--- src/rtl/iir_frame_ctrl_if.sv ---
// Bundle of host, input-RAM, filter and output-RAM signals around the frame sequencer.
// master = sequencer side, slave = environment (host, RAMs, filter).
interface iir_frame_ctrl_if #(
  parameter int unsigned DW = 24,
  parameter int unsigned AW = 11
);
  logic          start;
  logic          abort;
  logic          busy;
  logic          done;
  logic          err_timeout;
  logic          in_rd_en;
  logic [AW-1:0] in_rd_addr;
  logic [DW-1:0] in_rd_data;
  logic          flt_start;
  logic [DW-1:0] flt_data_in;
  logic          flt_data_in_valid;
  logic          flt_stable;
  logic [DW-1:0] flt_data_out;
  logic          flt_data_out_valid;
  logic          out_wr_en;
  logic [AW-1:0] out_wr_addr;
  logic [DW-1:0] out_wr_data;
  logic [AW:0]   out_count;

  modport master (
    input  start, abort, in_rd_data, flt_stable, flt_data_out, flt_data_out_valid,
    output busy, done, err_timeout, in_rd_en, in_rd_addr, flt_start, flt_data_in,
           flt_data_in_valid, out_wr_en, out_wr_addr, out_wr_data, out_count
  );

  modport slave (
    output start, abort, in_rd_data, flt_stable, flt_data_out, flt_data_out_valid,
    input  busy, done, err_timeout, in_rd_en, in_rd_addr, flt_start, flt_data_in,
           flt_data_in_valid, out_wr_en, out_wr_addr, out_wr_data, out_count
  );
endinterface

--- src/rtl/iir_frame_ctrl.sv ---
// Frame sequencer for the Q2.22 IIR filter: streams one frame from the input RAM,
// waits for filter stability, captures the filtered frame into the output RAM.
module iir_frame_ctrl #(
  parameter int unsigned DW        = 24,
  parameter int unsigned AW        = 11,
  parameter int unsigned FRAME_LEN = 2048,
  parameter int unsigned TIMEOUT   = 4095
) (
  input logic              clk,
  input logic              rst_n,
  iir_frame_ctrl_if.master bus
);
  localparam int unsigned CW  = AW + 1;
  localparam int unsigned WDW = (TIMEOUT > 1) ? $clog2(TIMEOUT) : 1;

  localparam logic [2:0] S_IDLE   = 3'd0;
  localparam logic [2:0] S_KICK   = 3'd1;
  localparam logic [2:0] S_WAIT   = 3'd2;
  localparam logic [2:0] S_STREAM = 3'd3;
  localparam logic [2:0] S_DRAIN  = 3'd4;
  localparam logic [2:0] S_DONE   = 3'd5;
  localparam logic [2:0] S_ERR    = 3'd6;

  localparam logic [AW-1:0]  RD_LAST  = AW'(FRAME_LEN - 1);
  localparam logic [CW-1:0]  CNT_FULL = CW'(FRAME_LEN);
  localparam logic [WDW-1:0] WD_LAST  = WDW'(TIMEOUT - 1);

  logic [2:0]     state;
  logic [2:0]     state_nxt;
  logic           stable_seen;
  logic [WDW-1:0] wdog;

  logic           busy_q;
  logic           done_q;
  logic           err_q;
  logic           rd_en_q;
  logic [AW-1:0]  rd_addr_q;
  logic           flt_start_q;
  logic           din_valid_q;
  logic           wr_en_q;
  logic [AW-1:0]  wr_addr_q;
  logic [DW-1:0]  wr_data_q;
  logic [CW-1:0]  count_q;

  logic           abort_hit;
  logic           start_acc;
  logic           cap_en;
  logic           rd_last;
  logic           wd_hit;

  // Next-state and per-cycle decode; abort overrides every other transition.
  always_comb begin
    state_nxt = state;
    abort_hit = bus.abort && (state != S_IDLE);
    start_acc = bus.start && (state == S_IDLE);
    rd_last   = (rd_addr_q == RD_LAST);
    wd_hit    = (wdog == WD_LAST);
    cap_en    = 1'b0;

    if (((state == S_STREAM) || (state == S_DRAIN)) && bus.flt_data_out_valid &&
        stable_seen && (count_q < CNT_FULL) && !abort_hit) begin
      cap_en = 1'b1;
    end

    case (state)
      S_IDLE:   if (bus.start) state_nxt = S_KICK;
      S_KICK:   state_nxt = S_WAIT;
      S_WAIT: begin
        if (bus.flt_stable)  state_nxt = S_STREAM;
        else if (wd_hit)     state_nxt = S_ERR;
      end
      S_STREAM: if (rd_last) state_nxt = S_DRAIN;
      S_DRAIN: begin
        if (count_q == CNT_FULL)   state_nxt = S_DONE;
        else if (!cap_en && wd_hit) state_nxt = S_ERR;
      end
      S_DONE:   state_nxt = S_IDLE;
      S_ERR:    state_nxt = S_IDLE;
      default:  state_nxt = S_IDLE;
    endcase

    if (abort_hit) state_nxt = S_IDLE;
  end

  always_ff @(posedge clk or negedge rst_n) begin
    if (!rst_n) state <= S_IDLE;
    else        state <= state_nxt;
  end

  // Status and strobe outputs are decoded from the state being entered so they align with it.
  always_ff @(posedge clk or negedge rst_n) begin
    if (!rst_n) begin
      busy_q      <= 1'b0;
      done_q      <= 1'b0;
      flt_start_q <= 1'b0;
      rd_en_q     <= 1'b0;
      din_valid_q <= 1'b0;
      err_q       <= 1'b0;
    end else begin
      busy_q      <= (state_nxt != S_IDLE);
      done_q      <= (state_nxt == S_DONE);
      flt_start_q <= (state_nxt == S_KICK);
      rd_en_q     <= (state_nxt == S_STREAM);
      din_valid_q <= rd_en_q && !abort_hit;
      if (start_acc)                err_q <= 1'b0;
      else if (state_nxt == S_ERR)  err_q <= 1'b1;
    end
  end

  // Read address, stability flag and idle watchdog.
  always_ff @(posedge clk or negedge rst_n) begin
    if (!rst_n) begin
      rd_addr_q   <= '0;
      stable_seen <= 1'b0;
      wdog        <= '0;
    end else begin
      if (start_acc)
        rd_addr_q <= '0;
      else if ((state == S_STREAM) && !rd_last && !abort_hit)
        rd_addr_q <= rd_addr_q + AW'(1);

      if (start_acc)
        stable_seen <= 1'b0;
      else if ((state == S_WAIT) && bus.flt_stable && !abort_hit)
        stable_seen <= 1'b1;

      if (start_acc || (state_nxt != state))
        wdog <= '0;
      else if (state == S_WAIT)
        wdog <= wdog + WDW'(1);
      else if (state == S_DRAIN)
        wdog <= cap_en ? '0 : wdog + WDW'(1);
    end
  end

  // Output capture: the write lands one cycle after the accepted filter strobe.
  always_ff @(posedge clk or negedge rst_n) begin
    if (!rst_n) begin
      wr_en_q   <= 1'b0;
      wr_addr_q <= '0;
      wr_data_q <= '0;
      count_q   <= '0;
    end else begin
      wr_en_q <= cap_en;
      if (start_acc) begin
        count_q <= '0;
      end else if (cap_en) begin
        wr_addr_q <= count_q[AW-1:0];
        wr_data_q <= bus.flt_data_out;
        count_q   <= count_q + CW'(1);
      end
    end
  end

  assign bus.busy              = busy_q;
  assign bus.done              = done_q;
  assign bus.err_timeout       = err_q;
  assign bus.in_rd_en          = rd_en_q;
  assign bus.in_rd_addr        = rd_addr_q;
  assign bus.flt_start         = flt_start_q;
  assign bus.flt_data_in       = bus.in_rd_data;
  assign bus.flt_data_in_valid = din_valid_q;
  assign bus.out_wr_en         = wr_en_q;
  assign bus.out_wr_addr       = wr_addr_q;
  assign bus.out_wr_data       = wr_data_q;
  assign bus.out_count         = count_q;
endmodule
--- src/flat_wrapper.sv ---
// flat-port wrapper written by rule: the top's interface ports become plain ports
module iir_frame_ctrl_flat 
#(
  parameter int unsigned DW        = 24,
  parameter int unsigned AW        = 11,
  parameter int unsigned FRAME_LEN = 2048,
  parameter int unsigned TIMEOUT   = 4095
)
  (clk, rst_n, bus_start, bus_abort, bus_in_rd_data, bus_flt_stable, bus_flt_data_out, bus_flt_data_out_valid, bus_busy, bus_done, bus_err_timeout, bus_in_rd_en, bus_in_rd_addr, bus_flt_start, bus_flt_data_in, bus_flt_data_in_valid, bus_out_wr_en, bus_out_wr_addr, bus_out_wr_data, bus_out_count);
  iir_frame_ctrl_if #(.DW(DW), .AW(AW)) bus_i ();
  input logic clk;
  input logic rst_n;
  input wire logic [$bits(bus_i.start)-1:0] bus_start;
  input wire logic [$bits(bus_i.abort)-1:0] bus_abort;
  input wire logic [$bits(bus_i.in_rd_data)-1:0] bus_in_rd_data;
  input wire logic [$bits(bus_i.flt_stable)-1:0] bus_flt_stable;
  input wire logic [$bits(bus_i.flt_data_out)-1:0] bus_flt_data_out;
  input wire logic [$bits(bus_i.flt_data_out_valid)-1:0] bus_flt_data_out_valid;
  output wire logic [$bits(bus_i.busy)-1:0] bus_busy;
  output wire logic [$bits(bus_i.done)-1:0] bus_done;
  output wire logic [$bits(bus_i.err_timeout)-1:0] bus_err_timeout;
  output wire logic [$bits(bus_i.in_rd_en)-1:0] bus_in_rd_en;
  output wire logic [$bits(bus_i.in_rd_addr)-1:0] bus_in_rd_addr;
  output wire logic [$bits(bus_i.flt_start)-1:0] bus_flt_start;
  output wire logic [$bits(bus_i.flt_data_in)-1:0] bus_flt_data_in;
  output wire logic [$bits(bus_i.flt_data_in_valid)-1:0] bus_flt_data_in_valid;
  output wire logic [$bits(bus_i.out_wr_en)-1:0] bus_out_wr_en;
  output wire logic [$bits(bus_i.out_wr_addr)-1:0] bus_out_wr_addr;
  output wire logic [$bits(bus_i.out_wr_data)-1:0] bus_out_wr_data;
  output wire logic [$bits(bus_i.out_count)-1:0] bus_out_count;
  assign bus_i.start = bus_start;
  assign bus_i.abort = bus_abort;
  assign bus_i.in_rd_data = bus_in_rd_data;
  assign bus_i.flt_stable = bus_flt_stable;
  assign bus_i.flt_data_out = bus_flt_data_out;
  assign bus_i.flt_data_out_valid = bus_flt_data_out_valid;
  assign bus_busy = bus_i.busy;
  assign bus_done = bus_i.done;
  assign bus_err_timeout = bus_i.err_timeout;
  assign bus_in_rd_en = bus_i.in_rd_en;
  assign bus_in_rd_addr = bus_i.in_rd_addr;
  assign bus_flt_start = bus_i.flt_start;
  assign bus_flt_data_in = bus_i.flt_data_in;
  assign bus_flt_data_in_valid = bus_i.flt_data_in_valid;
  assign bus_out_wr_en = bus_i.out_wr_en;
  assign bus_out_wr_addr = bus_i.out_wr_addr;
  assign bus_out_wr_data = bus_i.out_wr_data;
  assign bus_out_count = bus_i.out_count;
  iir_frame_ctrl #(.DW(DW), .AW(AW), .FRAME_LEN(FRAME_LEN), .TIMEOUT(TIMEOUT)) u_core (.clk(clk), .rst_n(rst_n), .bus(bus_i));
endmodule
--- config.mk ---
export PLATFORM = sky130hd
export DESIGN_NAME = iir_frame_ctrl_flat
export DESIGN_NICKNAME = d
export VERILOG_FILES = /design/src/rtl/iir_frame_ctrl_if.sv /design/src/rtl/iir_frame_ctrl.sv /design/src/flat_wrapper.sv
export SDC_FILE = /design/constraint.sdc
export NUM_CORES = 1
export LEC_CHECK = 0
export CAP_MARGIN = 0
export CORE_MARGIN = 2
export CORE_UTILIZATION = 49
export CTS_CLUSTER_SIZE = 20
export DETAILED_ROUTE_END_ITERATION = 10
export MAX_ROUTING_LAYER = met4
export PLACE_DENSITY = 0.83
export REMOVE_ABC_BUFFERS = 1
export SLEW_MARGIN = 20
export SYNTH_ARGS = -nofsm -noshare
export SYNTH_HDL_FRONTEND = slang
export SYNTH_SLANG_ARGS = --single-unit
--- constraint.sdc ---
create_clock -name clk -period 4.76 [get_ports clk]
set_input_delay 0.952 -clock clk [delete_from_list [all_inputs] [get_ports clk]]
set_output_delay 0.952 -clock clk [all_outputs]
set_load 0.03 [all_outputs]
# Word level (Yosys, flattened, before mapping)
# Cells that the tools add are included.
[totals]
output_inout_bits = 89
input_bits = 54
wordCells = 78
ff_bits = 81
[op_classes]
muxes = 21
bitwise = 1
n_eq_ne = 12
reduce_logical = 26
order_cmp = 1
n_addsub = 3
[ops]
columns = ["cell", "n"]
rows = [
  ["$mux 12", 6],
  ["$add 12x1->12 const B", 2],
  ["$eq 12x12->1 const B", 2],
  ["$mux 11", 2],
  ["$mux 3", 7],
  ["$pmux 3 s5", 1],
  ["$logic_and 1x1->1", 12],
  ["$lt 12x12->1 const B", 1],
  ["$add 11x1->11 const B", 1],
  ["$eq 11x11->1 const B", 1],
  ["$eq 3x2->1 const B", 3],
  ["$eq 3x3->1 const B", 3],
  ["$reduce_bool 3->1", 3],
  ["$reduce_bool 2->1", 4],
  ["$eq 3x1->1 const B", 2],
  ["$mux 1", 5],
  ["$logic_not 1->1", 3],
  ["$logic_not 3->1", 1],
  ["$ne 3x3->1", 1],
  ["$logic_or 1x1->1", 2],
  ["$reduce_and 2->1", 1],
  ["$not 1->1", 1],
]

# Logic depth before layout (Yosys ltp)
# Gate-level depths: netlist of the first run.
[logic_depth]
ltp_word = 16
mapped_depth = 9
ltp_nobuf = 7

# Worst setup path after synthesis of the first run
# OpenSTA, ideal clock, no wires.
[synth_path]
kind = "input port to flip-flop"
from = "input bus_abort"
to = "register u_core.wdog[11]"
arrival_ps = 2252
path_buffers = 2
cell_stages = 6
setup_slack_ps = 2413
cell_sequence = "buf_2 > nor3b_4 > o31ai_1 > a221o_1 > buf_2 > nor4b_2"
[synth_between]
elab_chain_len = 13
elab_cells_between_ends = 17
cone_classes = "eq/ne (1); mux (9); reduce/logical (7)"
[synth_rtl]
columns = ["item", "line_no", "rtl"]
rows = [
  ["start: declaration", "flat_wrapper.sv:14", "input wire logic [$bits(bus_i.abort)-1:0] bus_abort;"],
  ["$logic_and 1x1->1 *", "iir_frame_ctrl.sv:54", "abort_hit = bus.abort && (state != S_IDLE);"],
  ["$logic_not 1->1", "iir_frame_ctrl.sv:61", "stable_seen && (count_q < CNT_FULL) && !abort_hit) begin"],
  ["$logic_and 1x1->1", "iir_frame_ctrl.sv:61", ""],
  ["$mux 1", "iir_frame_ctrl.sv:60", "if (((state == S_STREAM) || (state == S_DRAIN)) && bus.flt_data_out_valid &&"],
  ["$logic_not 1->1", "iir_frame_ctrl.sv:75", "else if (!cap_en && wd_hit) state_nxt = S_ERR;"],
  ["$logic_and 1x1->1", "iir_frame_ctrl.sv:75", ""],
  ["$mux 3", "iir_frame_ctrl.sv:75", ""],
  ["$mux 3", "iir_frame_ctrl.sv:74", "if (count_q == CNT_FULL) state_nxt = S_DONE;"],
  ["$pmux 3 s5", "iir_frame_ctrl.sv:65", "case (state)"],
  ["$mux 3", "iir_frame_ctrl.sv:82", "if (abort_hit) state_nxt = S_IDLE;"],
  ["$ne 3x3->1", "iir_frame_ctrl.sv:127", "if (start_acc || (state_nxt != state))"],
  ["$logic_or 1x1->1", "iir_frame_ctrl.sv:127", ""],
  ["$reduce_bool 3->1 (no source line) or $mux 12 (tied branches)", "--", ""],
  ["end signal: assignment", "iir_frame_ctrl.sv:130", "wdog <= wdog + WDW'(1);"],
  ["end signal: assignment", "iir_frame_ctrl.sv:132", "wdog <= cap_en ? '0 : wdog + WDW'(1);"],
  ["end: declaration", "iir_frame_ctrl.sv:31", "logic [WDW-1:0] wdog;"],
]
# Every way passes the cells marked *; elsewhere a longest branch is shown, timed or not. The select of a mux whose other input is x is not followed.
# A chain may end at the register's enable or synchronous reset.

# Final worst setup path of the first run
[layout_path]
from = "input bus_abort"
to = "register u_core.count_q[3] (netlist: u_core.bus.out_count[3])"
[layout_between]
elab_chain_len = 5
[layout_rtl]
columns = ["item", "line_no", "rtl"]
rows = [
  ["$logic_and 1x1->1", "iir_frame_ctrl.sv:54", ""],
  ["$logic_not 1->1", "iir_frame_ctrl.sv:61", ""],
  ["$logic_and 1x1->1", "iir_frame_ctrl.sv:61", ""],
  ["$mux 1", "iir_frame_ctrl.sv:60", ""],
  ["$reduce_bool 2->1 (no source line)", "--", ""],
  ["end signal: assignment", "iir_frame_ctrl.sv:150", "count_q <= count_q + CW'(1);"],
  ["end: declaration", "iir_frame_ctrl.sv:43", "logic [CW-1:0] count_q;"],
]
# No other way between the ends.

==> qor.json, run 1 <==
{
  "areaGrowthSynthToFinish_pct": 27.0,
  "grt_pass1_vias": 3278,
  "synth.top_cells.by_area": "sky130_fd_sc_hd__dfrtp_1, sky130_fd_sc_hd__nand2_1, sky130_fd_sc_hd__buf_4",
  "period_minus_slack_ns": 3.06,
  "yosys.area.top_type_share_pct": 49.9,
  "max-cap-violations": 0,
  "synth-adder-area-share_pct": 1.54,
  "critical_path.max_fanout": 27,
  "number_of_buffers_created_by_cts": 9,
  "die-width_um": 95.1,
  "vdd.ir_drop.worst_uv": 274,
  "gr-total-overflow": 0,
  "number_of_max_slew_violations_in_the_final_report": 0,
  "combinational_family_with_the_most_area_after_synthesis": "simple AND/OR/NAND/NOR gates",
  "nets": 567,
  "worst_hold_startpoint": "u_core.bus.out_wr_data[17]",
  "worst_clock_skew_ns": 0.00706,
  "cp_cell_sequence": "clkdlybuf4s50_1 > nand4bb_1 > a21o_1 > clkinv_1 > buf_4 > and2_1 > o21ai_0 > o31ai_1",
  "met3_usage_grt_pct": 8.30,
  "critPathArrivalTime_ns": 3.28,
  "internal_power_uw": 1490,
  "min_delay_worst_endpoint": "u_core.bus.out_wr_data[17]",
  "grtUsageMet2_pct": 35.3,
  "hold_class": "flop to flop",
  "ys_ff_latch": 81,
  "cts_max_level": 3,
  "ys_async_sr_fraction_pct": 100,
  "worst_pin_slew_ns": 0.901,
  "crit_path_start_kind": "input pin",
  "grt_start_max_net_pins": 82,
  "switching_share_pct": 35.3,
  "worstSetupStartpoint": "bus_abort",
  "track_usage_pct": 23.9,
  "yosysSeqAreaShare_pct": 49.9,
  "hold_depth": 2,
  "global_route.peak_usage_layer": "met2",
  "boundaryPins": 143,
  "antenna_found_initial": 0,
  "via_count": 3398,
  "final-setup-viol-count": 0,
  "cp-end-kind": "flop",
  "synthesis.area_um2": 4060,
  "p_comb_share_pct": 32.5,
  "timing.max_slew.rel_slack_pct": 39.0,
  "leakage_dissipation_uw": 0.00232,
  "share_clk_of_total_power_pct": 28.4,
  "clock.fmax_ghz": 0.327,
  "cts_resized": 0,
  "clkSlewWorstSetupHoldPaths_ns": 0.08,
  "cts_tree": "built",
  "cts_sinks": 81,
  "post-dp-hpwl_um": 6800,
  "synthesis.yosys.warnings": 0,
  "drt_wl_total_um": 9940,
  "post_route_cells_drive_above_1_share_pct": 5.46,
  "timing.critical_path.required_ns": 4.98,
  "critical_path.reg2reg.endpoint": "u_core.wdog[9]",
  "r2r.worst_path.cells": 6,
  "timing.critical_path.slowest_cell_delay_ns": 0.70,
  "post_cts_hold_buffer_count": 0,
  "route.detailed.vias_per_inst": 5.50,
  "drt_first_iter_violations": 227,
  "postSynthCellCount": 443,
  "finalCritPeriodShare_pct": 64.3,
  "r2r-start": "u_core.state[0]",
  "detail_route.drc_violations": 0,
  "seq_power_share_pct": 39.2,
  "postSynthAreaPerCell_um2": 9.17,
  "insertion_delay_ns": 0.35,
  "synth-edff-count": 0,
  "grt_first_pass_wirelength_um": 16200,
  "synthXorXnorAreaFrac_pct": 4.53,
  "global_route.usage.met1_pct": 31.5,
  "rsz_0062_raised_after_global_routing": "false",
  "yosysUniqueCellTypes": 59,
  "placement.io_buffers": 94,
  "antenna_violating_nets_remaining": 0,
  "detail_route.wl_per_cell_um": 16.1,
  "floorplan.core_area_um2": 8130,
  "postCtsSetupRepairBufs": 0,
  "p_switching_uw": 812,
  "synth-compound-area-share_pct": 8.04,
  "cellPowerDensity_nw_per_um2": 445,
  "worstSetupPathType": "input pin to flop",
  "die_height_um": 95.1,
  "fin_hold_ws_ns": 0.478,
  "synth.area.mux_share_pct": 0.739,
  "r2r_setup_slack_ns": 1.94,
  "core.rowCount": 33,
  "totalNegativeSetupSlack_ns": 0,
  "detailedRoute.firstPassIterationCount": 5,
  "yosys_most_used_dff": "sky130_fd_sc_hd__dfrtp_1",
  "yosys.area_share.simple_pct": 26.9,
  "outcome": "complete, no violations",
  "cp_slowest_cell": "sky130_fd_sc_hd__clkdlybuf4s50_1",
  "die_area_um2": 9040,
  "max-clock-path-buffers": 2,
  "ctsRootBufferMaster": "sky130_fd_sc_hd__clkbuf_8",
  "initial_utilization_pct": 50.0,
  "rd_place_congestion": 0.902,
  "final-hold-violation-count": 0,
  "yosys.area.top_type": "sky130_fd_sc_hd__dfrtp_1",
  "antennaDiodeCount": 0
}
[worst max path at each step]
| stage | end | slack [ns] | cells past startpoint |
|---|---|---|---|
| floorplan | u_core.wdog[5] | 1.12 | 6 |
| global route | u_core.bus.out_count[3] | 1.49 | 8 |
| global placement | u_core.bus.out_count[3] | 1.48 | 8 |
| finish | u_core.bus.out_count[3] | 1.70 | 8 |
| detailed placement | u_core.bus.out_count[3] | 1.33 | 8 |
| CTS | u_core.bus.out_count[3] | 1.70 | 8 |
[cells by family (layout without fill, tap and decap cells)]
kind of cell	after synthesis	in the layout
buf+inv	58	128
compound gates	49	49
xor+xnor	21	21
simple gates	226	226
mux	3	3
fa+ha+maj	5	5
flops	81	81
[critical path, delay by kind of cell]
family                 cells  cell delay (ns)
AO/OA/AOI/OAI              3             0.40
AND/OR/NAND/NOR            2             0.41
buffers and inverters      3             1.51
[flip-flops by register name, summed over array words and instances (netlist names)]
| register | cells |
|---|---|
| u_core.bus.out_wr_addr | 11 |
| u_core.bus.in_rd_addr | 11 |
| u_core.bus.out_wr_en | 1 |
| u_core.bus.out_wr_data | 24 |
| u_core.bus.err_timeout | 1 |
| u_core.state | 3 |
| u_core.bus.done | 1 |
| u_core.bus.in_rd_en | 1 |
| u_core.bus.out_count | 12 |
| u_core.wdog | 12 |
| u_core.bus.flt_start | 1 |
| u_core.bus.busy | 1 |
| u_core.bus.flt_data_in_valid | 1 |
| u_core.stable_seen | 1 |
[per-layer routing]
metal  up-vias  wire length [um]
met1      1628              4330
met4         0               150
li1       1611                 -
met3        14               802
met2       145              4660
met5         -                 0
[area by class of cell]
cell class	count	area, um^2
sequential	81	2030
clock inverter	7	143
inverter	14	52.6
multi-input combinational	304	1700
clock buffer	9	124
fill	665	2970
timing repair buffer	98	986
tap	105	131
[synth_stat cells, types with 5 or more instances]
master / number
sky130_fd_sc_hd__nor2_1: 27
sky130_fd_sc_hd__clkbuf_1: 5
sky130_fd_sc_hd__dfrtp_1: 81
sky130_fd_sc_hd__nand4_1: 7
sky130_fd_sc_hd__nor4b_1: 5
sky130_fd_sc_hd__xor2_1: 11
sky130_fd_sc_hd__ha_1: 5
sky130_fd_sc_hd__buf_2: 10
sky130_fd_sc_hd__nor3_1: 19
sky130_fd_sc_hd__o21ai_0: 11
sky130_fd_sc_hd__inv_1: 13
sky130_fd_sc_hd__xnor2_1: 10
sky130_fd_sc_hd__nand3_1: 16
sky130_fd_sc_hd__nand2_1: 118
sky130_fd_sc_hd__buf_4: 25
sky130_fd_sc_hd__a21oi_1: 11
sky130_fd_sc_hd__nor4_1: 8
[metrics by stage]
step	setup WS, ns	area [um^2]	power, uW	std cells	util [%]
floorplan	1.12	3780	1330	399	-
global placement	1.48	4860	1630	600	59.8
detailed placement	1.33	4860	1650	600	59.8
CTS	1.70	5130	2300	616	63.1
global route	1.49	5160	2420	618	63.5
finish	1.70	5160	2300	618	63.5
[power groups by stage]
stage | combinational, uW | clock (uW) | sequential (uW)
after floorplan | 252 | 0 | 1080
after global placement | 720 | 0 | 907
after detailed placement | 738 | 0 | 909
after CTS | 741 | 660 | 899
after global routing | 805 | 695 | 918
final | 746 | 652 | 900
[placed cells by master, fill, tap and decap left out, types with 2 or more instances in the layout]
| cell type | synthesis | final |
|---|---|---|
| sky130_fd_sc_hd__o22ai_1 | 2 | 2 |
| sky130_fd_sc_hd__nor4b_1 | 5 | 5 |
| sky130_fd_sc_hd__a31oi_1 | 3 | 3 |
| sky130_fd_sc_hd__nor3_1 | 19 | 19 |
| sky130_fd_sc_hd__xnor2_1 | 10 | 10 |
| sky130_fd_sc_hd__nand3_1 | 16 | 16 |
| sky130_fd_sc_hd__nand4_1 | 7 | 7 |
| sky130_fd_sc_hd__o21a_1 | 2 | 2 |
| sky130_fd_sc_hd__clkbuf_8 | 0 | 9 |
| sky130_fd_sc_hd__clkinv_4 | 0 | 2 |
| sky130_fd_sc_hd__clkdlybuf4s50_1 | 0 | 93 |
| sky130_fd_sc_hd__and3_1 | 2 | 2 |
| sky130_fd_sc_hd__o21ai_0 | 11 | 11 |
| sky130_fd_sc_hd__xor2_1 | 11 | 11 |
| sky130_fd_sc_hd__or2_2 | 2 | 2 |
| sky130_fd_sc_hd__buf_4 | 25 | 3 |
| sky130_fd_sc_hd__a211oi_1 | 3 | 3 |
| sky130_fd_sc_hd__nor2_1 | 27 | 27 |
| sky130_fd_sc_hd__nand2b_1 | 2 | 2 |
| sky130_fd_sc_hd__inv_1 | 13 | 13 |
| sky130_fd_sc_hd__ha_1 | 5 | 5 |
| sky130_fd_sc_hd__or3_1 | 2 | 2 |
| sky130_fd_sc_hd__bufinv_16 | 0 | 4 |
| sky130_fd_sc_hd__dfrtp_1 | 81 | 81 |
| sky130_fd_sc_hd__a21oi_1 | 11 | 11 |
| sky130_fd_sc_hd__o31ai_1 | 3 | 3 |
| sky130_fd_sc_hd__or3b_1 | 2 | 2 |
| sky130_fd_sc_hd__nand2_1 | 118 | 118 |
| sky130_fd_sc_hd__mux2i_1 | 3 | 3 |
| sky130_fd_sc_hd__nor4_1 | 8 | 8 |
| sky130_fd_sc_hd__nor4bb_1 | 2 | 2 |
| sky130_fd_sc_hd__a41oi_1 | 2 | 2 |
Note: power is estimated with default switching activity, not from simulation.
==> run 2: changes to the inputs <==
CORE_UTILIZATION = 41   (was 49)
PLACE_DENSITY = 0.74   (was 0.83)
clock period = 2.7 ns   (was 4.76 ns; I/O delays follow)
==> qor.json, run 2 (synthesis results as in run 1) <==
{
  "outcome": "complete, no violations",
  "clkSlewWorstSetupHoldPaths_ns": 0.09,
  "detail_route.drc_violations": 0,
  "gr-total-overflow": 0,
  "timing.max_slew.rel_slack_pct": 40.9,
  "cts_sinks": 81,
  "crit_path_start_kind": "flop",
  "final_cell_area_um2": 5190,
  "route.detailed.vias_per_inst": 5.18,
  "placed_instance_count": 638,
  "postPlaceCellArea_um2": 5000,
  "rd_place_congestion": 0.848,
  "initial_utilization_pct": 42.0,
  "period_minus_slack_ns": 2.36,
  "worstSetupPathType": "flop to flop",
  "antenna_violating_nets_remaining": 0,
  "post-dp-hpwl_um": 7160,
  "nets": 575,
  "antennaDiodeCount": 0,
  "cp_cell_sequence": "inv_1 > ha_1 > nor4b_1 > nand3_1 > o22ai_1 > a221o_1 > nor3_1",
  "number_of_max_slew_violations_in_the_final_report": 0,
  "global_route.peak_usage_layer": "met1",
  "grt_pass1_vias": 3327,
  "rsz_0062_raised_after_global_routing": "false",
  "critical_path.max_fanout": 12,
  "floorplan.core_area_um2": 9680,
  "die_area_um2": 10700,
  "max-clock-path-buffers": 2,
  "number_of_buffers_created_by_cts": 9,
  "total_power_uw": 3790,
  "postCtsSetupRepairBufs": 0,
  "clock.fmax_ghz": 0.423,
  "final-hold-violation-count": 0,
  "final-setup-viol-count": 0,
  "ctsRootBufferMaster": "sky130_fd_sc_hd__clkbuf_8",
  "final-instance-count-excl-fill": 654,
  "via_count": 3386,
  "vdd.ir_drop.worst_uv": 383,
  "critPathArrivalTime_ns": 2.58,
  "met3_usage_grt_pct": 7.11,
  "die-width_um": 104,
  "insertion_delay_ns": 0.36,
  "cts_resized": 0,
  "path_delay_family": "simple AND/OR/NAND/NOR gates",
  "grt_first_pass_wirelength_um": 17000,
  "fin_ws_ns": 0.336,
  "cp-end-kind": "flop",
  "post_route_cells_drive_above_1_share_pct": 6.72,
  "antenna_found_initial": 0,
  "areaGrowthSynthToFinish_pct": 27.6,
  "dp_worst_setup_slack_ns": 0.219,
  "mostFrequentLayoutCells": "sky130_fd_sc_hd__nand2_1, sky130_fd_sc_hd__clkdlybuf4s50_1, sky130_fd_sc_hd__dfrtp_1",
  "placement.io_buffers": 94,
  "timing.critical_path.slowest_cell_delay_ns": 0.47,
  "grtUsageMet2_pct": 27.0,
  "leakage_dissipation_uw": 0.00233,
  "boundaryPins": 143,
  "timing.critical_path.required_ns": 2.91,
  "cp_slowest_cell": "sky130_fd_sc_hd__a221o_1",
  "largest_reg_flops": 24,
  "detail_route.wl_per_cell_um": 15.3,
  "drt_wl_total_um": 10000,
  "fin_util_pct": 53.6,
  "layout.cells.most_common": "sky130_fd_sc_hd__nand2_1",
  "track_usage_pct": 20.0,
  "cellPowerDensity_nw_per_um2": 730,
  "global_route.usage.met1_pct": 28.8,
  "cts_tree": "built",
  "max-cap-violations": 0,
  "die_height_um": 104,
  "worst_clock_skew_ns": 0.0162,
  "grt_start_max_net_pins": 47,
  "drt_first_iter_violations": 276,
  "cts_max_level": 3,
  "crit_buf_inv": 1,
  "hold_class": "input pin to async pin",
  "core.rowCount": 36,
  "post_cts_hold_buffer_count": 0,
  "worst_pin_slew_ns": 0.873,
  "finalCritPeriodShare_pct": 87.6,
  "detailedRoute.firstPassIterationCount": 5
}
[run 2: changes by cell type in the layout (fill, tap and decap cells not counted)]
cell                        before  now
sky130_fd_sc_hd__buf_4           3   11
sky130_fd_sc_hd__bufinv_16       4    0
sky130_fd_sc_hd__buf_12          0    2
sky130_fd_sc_hd__clkbuf_8        9   11
sky130_fd_sc_hd__buf_16          1    0
sky130_fd_sc_hd__buf_2           1    0
sky130_fd_sc_hd__clkbuf_1        0    1
sky130_fd_sc_hd__clkinv_2        1    0
sky130_fd_sc_hd__clkinv_4        2    3
sky130_fd_sc_hd__inv_6           0    1
[run 2: layout make-up]
class                           count  area [um^2]
Fill cell                         897         4500
Clock inverter                      4         35.0
Tap cell                          133          166
Clock buffer                       12          155
Timing Repair Buffer              106         1050
Multi-Input combinational cell    304         1700
Inverter                           14         52.6
Sequential cell                    81         2030
[run 2: final timing paths]
kind | cells after the start | end | slack, ns | startpoint
setup / recovery | 7 | u_core.wdog[0] | 0.34 | u_core.bus.out_count[0]
hold / removal | 1 | u_core.bus.flt_data_in_valid | 0.16 | rst_n
setup reg to reg | 7 | u_core.wdog[0] | 0.34 | u_core.bus.out_count[0]
hold reg to reg | 2 | u_core.bus.out_wr_addr[3] | 0.48 | u_core.bus.out_wr_addr[3]
max in group asynchronous | 2 | u_core.wdog[3] | 1.92 | rst_n
min in group clk | 2 | u_core.bus.out_wr_addr[3] | 0.48 | u_core.bus.out_wr_addr[3]
[run 2: power by group]
group | switching [uW] | internal (uW)
logic | 854 | 552
clock network | 452 | 393
registers | 135 | 1400
total | 1440 | 2350
[run 2: stage by stage]
| stage | setup TNS [ns] | hold WS [ns] |
|---|---|---|
| 2_1_floorplan | -17.83 | 0.244 |
| 3_3_place_gp | 0 | 0.459 |
| 3_5_place_dp | 0 | 0.462 |
| 4_1_cts | 0 | 0.170 |
| 5_1_grt | 0 | 0.194 |
| 6_report | 0 | 0.159 |
[run 2: layer usage]
layer / up-vias / wire length [um]
met3: 10 / 814
met4: 0 / 109
met1: 1614 / 4780
li1: 1635 / -
met2: 127 / 4330
met5: - / 0
[run 2: worst reg2reg max path: stages (launching register included)]
cell	delay, ns
sky130_fd_sc_hd__dfrtp_1	0.46
sky130_fd_sc_hd__inv_1	0.11
sky130_fd_sc_hd__ha_1	0.15
sky130_fd_sc_hd__nor4b_1	0.39
sky130_fd_sc_hd__nand3_1	0.30
sky130_fd_sc_hd__o22ai_1	0.22
sky130_fd_sc_hd__a221o_1	0.47
sky130_fd_sc_hd__nor3_1	0.13
